File: config.mk
export PLATFORM = sky130hd
export DESIGN_NAME = ast_packer
export DESIGN_NICKNAME = d
export VERILOG_FILES = /design/src/rtl/ast_pkg.sv /design/src/rtl/ast_lane_ctr.sv /design/src/rtl/ast_packer.sv
export SDC_FILE = /design/constraint.sdc
export NUM_CORES = 1
export LEC_CHECK = 0
export BUFFER_PORTS_ARGS = -buffer_cell sky130_fd_sc_hd__buf_2
export CAP_MARGIN = 0
export CORE_MARGIN = 1
export CORE_UTILIZATION = 51
export CTS_CLUSTER_SIZE = 14
export DETAILED_ROUTE_END_ITERATION = 8
export PLACE_DENSITY = 0.85
export SLEW_MARGIN = 20
export SYNTH_ARGS = -nofsm -noshare
export SYNTH_HDL_FRONTEND = slang
export SYNTH_SLANG_ARGS = --single-unit
File: constraint.sdc
create_clock -name clk -period 1.7 [get_ports clk]
set_clock_uncertainty 0.05 [all_clocks]
set_input_delay 0.085 -clock clk [delete_from_list [all_inputs] [get_ports clk]]
set_output_delay 0.085 -clock clk [all_outputs]
set_load 0.05 [all_outputs]
File: src/rtl/ast_pkg.sv
// Shared types and helpers for the FIFO-to-wide-word packer.
package ast_pkg;

    typedef enum logic {
        FILL = 1'b0,
        HOLD = 1'b1
    } pk_state_t;

    function automatic int calc_cw(input int lanes);
        return $clog2(lanes + 1);
    endfunction

endpackage

File: src/rtl/ast_lane_ctr.sv
// Issued/captured lane counters with the in-flight compare.
module ast_lane_ctr #(
    parameter int CW = 3
) (
    input  logic          clk,
    input  logic          rst,
    input  logic          clr,
    input  logic          issue,
    input  logic          capture,
    output logic [CW-1:0] issued,
    output logic [CW-1:0] captured,
    output logic          settled
);

    // Equal counts mean no pop is waiting for its data.
    assign settled = (issued == captured);

    always_ff @(posedge clk) begin
        if (rst || clr) begin
            issued   <= '0;
            captured <= '0;
        end else begin
            if (issue)
                issued <= issued + CW'(1);
            if (capture)
                captured <= captured + CW'(1);
        end
    end

endmodule

File: src/rtl/ast_packer.sv
// Pops FIFO entries and packs LANES of them into one wide output word.
module ast_packer
    import ast_pkg::*;
#(
    parameter int DATAWIDTH = 8,
    parameter int LANES     = 4,
    localparam int CW       = calc_cw(LANES)
) (
    input  logic                       clk,
    input  logic                       rst,
    input  logic                       fifo_empty,
    output logic                       fifo_pop,
    input  logic [DATAWIDTH-1:0]       fifo_data,
    input  logic                       flush,
    output logic [DATAWIDTH*LANES-1:0] out_data,
    output logic [CW-1:0]              out_count,
    output logic                       out_valid,
    input  logic                       out_ready
);

    localparam int IW = $clog2(LANES);
    localparam logic [CW-1:0] LANES_C = CW'(LANES);
    localparam logic [CW-1:0] LAST    = CW'(LANES - 1);

    pk_state_t state;
    logic      flush_pend;
    logic      pop_d;
    logic      handshake;
    logic      settled;
    logic [CW-1:0] issued;
    logic [CW-1:0] captured;
    logic [LANES-1:0][DATAWIDTH-1:0] lanes;

    assign handshake = out_valid && out_ready;
    assign out_data  = lanes;

    assign fifo_pop = (state == FILL) && !fifo_empty
                   && (issued < LANES_C) && !flush_pend;

    ast_lane_ctr #(
        .CW(CW)
    ) u_ctr (
        .clk      (clk),
        .rst      (rst),
        .clr      (handshake),
        .issue    (fifo_pop),
        .capture  (pop_d),
        .issued   (issued),
        .captured (captured),
        .settled  (settled)
    );

    always_ff @(posedge clk) begin
        if (rst) begin
            state      <= FILL;
            flush_pend <= 1'b0;
            pop_d      <= 1'b0;
            out_valid  <= 1'b0;
            out_count  <= '0;
            lanes      <= '0;
        end else begin
            pop_d <= fifo_pop;
            unique case (state)
                FILL: begin
                    if (pop_d) begin
                        lanes[captured[IW-1:0]] <= fifo_data;
                        if (captured == LAST) begin
                            state     <= HOLD;
                            out_valid <= 1'b1;
                            out_count <= LANES_C;
                        end
                    end else if (flush_pend && settled) begin
                        // Nothing captured means the flush has nothing to emit.
                        if (captured != '0) begin
                            state     <= HOLD;
                            out_valid <= 1'b1;
                            out_count <= captured;
                        end else begin
                            flush_pend <= 1'b0;
                        end
                    end
                    if (flush)
                        flush_pend <= 1'b1;
                end
                HOLD: begin
                    if (out_ready) begin
                        state      <= FILL;
                        out_valid  <= 1'b0;
                        flush_pend <= 1'b0;
                        lanes      <= '0;
                    end
                end
                default: state <= FILL;
            endcase
        end
    end

endmodule

* After elaboration in Yosys (flattened, before gate mapping)
Index checks and enable logic that the tools add are counted.
** Storage, ports and cells
- Bits in registers :: 45
- Output and inout port bits :: 37
- Word-level logic and storage cells :: 71
** Cells by class
- Add/sub/neg operators :: 2
- Magnitude comparators :: 3
- Equal/unequal tests :: 11
- Muxes and demuxes :: 27
- Bitwise gates (word level) :: 1
- Reduce and logical (&&, ||, !) cells :: 16
** Operators by type and width (number)
- $mux W32 :: 2
- $pmux W32 S2 :: 1
- $bwmux W32 :: 1
- $demux W8 S2 :: 1
- $mux W1 :: 14
- $mux W3 :: 4
- $ne A3 B2 Y1 const B :: 4
- $reduce_and A4 Y1 :: 3
- $mux W8 :: 1
- $add A3 B1 Y3 const B :: 2
- $logic_and A1 B1 Y1 :: 6
- $ne A3 B3 Y1 const B :: 2
- $pmux W1 S2 :: 3
- $ne A2 B2 Y1 const B :: 2
- $reduce_bool A2 Y1 :: 2
- $eq A3 B2 Y1 const B :: 1
- $eq A3 B3 Y1 :: 1
- $lt A2 B3 Y1 const B :: 1
- $lt A3 B3 Y1 const B :: 1
- $reduce_bool A3 Y1 :: 1
- $ge A2 B1 Y1 const B :: 1
- $logic_not A1 Y1 :: 2
- $ne A2 B1 Y1 const B :: 1
- $reduce_and A2 Y1 :: 1
- 2 further kinds :: 2

* Logic depth before layout (Yosys ltp)
- Word-level depth :: 7
- Gate-level depth with buffers :: 6

* Modules after synthesis
Synthesis repeated with hierarchy kept, for this count alone.
** Unflattened totals
- Cell total of the unflattened synthesis :: 215
- Area total of the unflattened synthesis :: 1881.8 µm²
** By module, submodules not included
- ast_packer :: times used 1, cells each 187, area an instance 1582.8 µm², seq. area each 780.7 µm²
- ast_lane_ctr :: times used 1, cells each 28, area an instance 299.0 µm², seq. area each 120.1 µm²

* Worst setup path before layout
No wires, ideal clock.
- Kind :: register to register
- Start :: register state
- End :: register u_ctr.issued[1]
- Arrival :: 1430 ps
- Required time :: 1532 ps
- Setup slack :: 102 ps
- Cell stages (with the launch flop) :: 4
- Buffers on the path :: 0
- Period minus slack after synthesis :: 1598 ps
- Path through :: dfxtp_1 > nor4_4 > mux2i_1 > nor2_1
** Between the ends
- Word-level cells in the longest chain between the ends :: 4
** Ends and longest elaborated chain
- start: declaration :: RTL line ast_packer.sv:25 : pk_state_t state;
- start signal: assignment :: RTL line ast_packer.sv:55 : state <= FILL;
- start signal: assignment :: RTL line ast_packer.sv:68 : state <= HOLD;
- start signal: assignment :: RTL line ast_packer.sv:75 : state <= HOLD;
- $not A1 Y1 (no source line)
- $logic_and A1 B1 Y1 :: RTL line ast_packer.sv:37 : assign fifo_pop = (state == FILL) && !fifo_empty
- $logic_and A1 B1 Y1 (2 in series) :: RTL line ast_packer.sv:38 : && (issued < LANES_C) && !flush_pend;
- net fifo_pop :: RTL line ast_packer.sv:12 : output logic fifo_pop,
- end signal: assignment :: RTL line ast_lane_ctr.sv:24 : issued <= issued + CW'(1);
- end: declaration :: RTL line ast_lane_ctr.sv:10 : output logic [CW-1:0] issued,
The timed path passes the listed nets, and every way through them passes these cells.
A chain may end at the register's enable or synchronous reset.

* Final worst setup path
- Start :: register flush_pend
- End :: output port fifo_pop
** Between the ends
- Word-level cells in the longest chain between the ends :: 2
** Ends and longest elaborated chain
- start: declaration :: RTL line ast_packer.sv:26 : logic flush_pend;
- start signal: assignment :: RTL line ast_packer.sv:56 : flush_pend <= 1'b0;
- start signal: assignment :: RTL line ast_packer.sv:79 : flush_pend <= 1'b0;
- start signal: assignment :: RTL line ast_packer.sv:83 : flush_pend <= 1'b1;
- $logic_not A1 Y1 :: RTL line ast_packer.sv:38
- $logic_and A1 B1 Y1 :: RTL line ast_packer.sv:38
- end: declaration :: RTL line ast_packer.sv:12
No other way between the ends.

==> flow_metrics.tcl <==
set metrics [dict create \
    h-tree-depth 2 \
    vias 1665 \
    clk_pin_slew_ns 0.12 \
    fp.dieW_um 61.9 \
    antenna_left 0 \
    fmax_mhz 624 \
    arrival_ns 1.47 \
    drt-wirelength-per-cell_um 13.3 \
    slowest_stage "nor4_4" \
    rows 21 \
    grt_max_degree 33 \
    start_util_pct 53.9 \
    drt_iter0_drc 100 \
    clockBufferDepth 2 \
    worstPathRequired_ns 1.56 \
    slew_headroom_pct 72.8 \
    syn_to_final_growth_pct 22.6 \
    crit_buf_inv 1 \
    fin_tns_setup_ns 0 \
    cts_tree "done" \
    hold_path_class "primary input to flip-flop" \
    fillers 274 \
    cts_setup_buffers 0 \
    fin_crit_sh_pct 94.2 \
    worstSkewPairLatency_ns 0.37 \
    final_nets 288 \
    synth_top_cell_by_area "dfxtp_1" \
    core_area_mm2 0.00339 \
    layout_min_cycle_time_ns 1.60 \
    tightestPinTransition_ns 0.409 \
    cellInternalPower_mw 1.38 \
    max_cap_viol_count 0 \
    end_kind "output port" \
    pwr-share-seq_pct 57.4 \
    cp_cell_sequence "nor4_4 -> clkbuf_4" \
    synth.distinct_cells 26 \
    grt-ovfl-total 0 \
    switching_power_mw 0.605 \
    synth_top_area_share_pct 49.3 \
    grt_usage_pct 23.4 \
    start_kind "flip-flop" \
    worstPathMaxFanout 5 \
    drc 0 \
    die_height_um 61.9 \
    finalWirelength_um 4220 \
    hold_slack_ns 0.00938 \
    antenna_found_initial 0 \
    io_buffers 49 \
    p_sw_share_pct 30.5 \
    syn_inst 214 \
    fp.dieArea_mm2 0.00383 \
    synth_nets 233 \
    syn_area_per_cell_um2 8.54 \
    via_per_inst 5.27 \
    critical_path_class "flip-flop to output port" \
    p_clk_share_pct 25.4 \
    crit_family "simple AND/OR/NAND/NOR gates" \
    synth_area_leaders "dfxtp_1 49%, a21oi_1 9.6%, nand3_1 8.8%" \
    drive_above_1_share_pct 24.4 \
    status "finished clean" \
    rsz0062_at_grt "no" \
    maxSlewViolCount 0 \
    synth.cell_area_mm2 0.00183 \
    ys_ff_latch 45 \
    peakVddDrop_uv 529 \
    ioPinCount 50 \
    power_density_mw_per_mm2 885 \
    gp_congestion 0.790 \
    cts_made_buffers 5 \
    cts.sinks 45 \
    diodes 0 \
    hpwl_um 2840 \
    ys_warn_count 0 \
    cpPeakStageDelay_ns 0.41 \
    hold_viol_final 0 \
    setup_viol_count_final 0 \
    placedCellCount 299 \
    grt_pass1_wl_um 6510 \
    first_global_vias 1410 \
    root_buffer "clkbuf_4" \
    final_cells 316 \
    pwr-share-comb_pct 17.2 \
    drtPass1Iterations 4 \
    ys_seq_area_share_pct 49.3 \
    p_leak_nw 0.916 \
]
[tightest hold or removal path, stage by stage]
cell and delay (ns):
buf_2 0.07, nor2b_1 0.12, a32o_1 0.12
[per-stage QoR]
step / setup WS [ns] / power [mW] / instance area [µm²] / util, %
detailed placement: 0.124 / 1.48 / 2090 / 61.7
CTS: 0.0385 / 1.99 / 2240 / 66.0
finish: 0.0985 / 1.98 / 2240 / 66.1
global placement: 0.165 / 1.48 / 2090 / 61.7
floorplan: 0.102 / 1.40 / 1830 / -
global route: 0.0202 / 2.07 / 2240 / 66.1
[sequential cells by signal (all words and copies together) (netlist names)]
signal and flops:
state 1, out_count 3, out_valid 1, flush_pend 1
u_ctr.captured 3, pop_d 1, u_ctr.issued 3, out_data 32
[synthesized netlist by cell type, drive strengths merged]
master	count
o32ai	2
nor2	9
mux2i	2
nor2b	4
ha	6
a211oi	1
o21ai	2
and2	4
clkbuf	4
nor4	1
nand4	1
xnor2	5
and2b	2
nand2	40
a21oi	35
buf	8
a32o	1
a21o	1
inv	6
o21a	3
nand3	32
dfxtp	45
[final timing paths]
check,to,cells past startpoint,from,slack (ns)
max,fifo_pop,2,flush_pend,0.1
min,flush_pend,3,flush,0.009
max reg2reg,out_count[1],6,u_ctr.captured[1],0.11
min reg2reg,out_data[31],2,out_data[31],0.42
[per-layer routing]
layer / vias to the layer above / GRT usage, % / wire length [µm]
met2: 39 / 34.3 / 2040
li1: 834 / - / -
met5: - / 0 / 0
met1: 784 / 33.7 / 1940
met3: 8 / 4.55 / 182
met4: 0 / 9.52 / 49
[layout by cell type, fill, tap and decap left out, types with 2 or more instances in the layout]
| cell | count |
|---|---|
| nor2_1 | 8 |
| clkinvlp_4 | 2 |
| dfxtp_1 | 44 |
| clkbuf_4 | 6 |
| nand3_1 | 32 |
| mux2i_1 | 2 |
| buf_2 | 48 |
| inv_1 | 6 |
| nor2b_1 | 3 |
| dlygate4sd3_1 | 9 |
| nand2_1 | 40 |
| ha_1 | 6 |
| and2_1 | 4 |
| o21a_1 | 3 |
| xnor2_1 | 5 |
| o32ai_1 | 2 |
| a21oi_1 | 35 |
| buf_4 | 2 |
[area by class of cell]
type / count / area [µm²] / area share, %
Multi-Input combinational cell: 151 / 850 / 37.9
Clock inverter: 2 / 15.0 / 0.670
Clock buffer: 6 / 41.3 / 1.84
Inverter: 6 / 22.5 / 1.01
Tap cell: 46 / 57.6 / 2.57
Sequential cell: 45 / 902 / 40.3
Timing Repair Buffer: 60 / 353 / 15.7
[logic make-up (layout without fill, tap and decap cells)]
logic type	after synthesis	count (layout)	share of synthesized area [%]
AOI/OAI and AO/OA	45	45	13.9
xor gates and xnor gates	5	5	2.40
adders and majority gates	6	6	4.11
buffers and inverters	18	74	4.24
DFF	45	45	49.3
muxes	2	2	1.10
and+or+nand+nor	93	93	25.0
[power by group through the flow]
stage               clock network [mW]  logic [mW]  registers, mW
finish                           0.504       0.342           1.14
global route                     0.553       0.370           1.15
CTS                              0.510       0.340           1.14
detailed placement                   0       0.320           1.16
global placement                     0       0.316           1.16
floorplan                            0       0.180           1.22
[timing repair]
item	in CTS	in global routing
hold endpoints to repair	33	0
endpoints found under the setup margin	0	5
resized for setup	0	2
hold buffers	9	0
(Power assumes the default switching activity.)
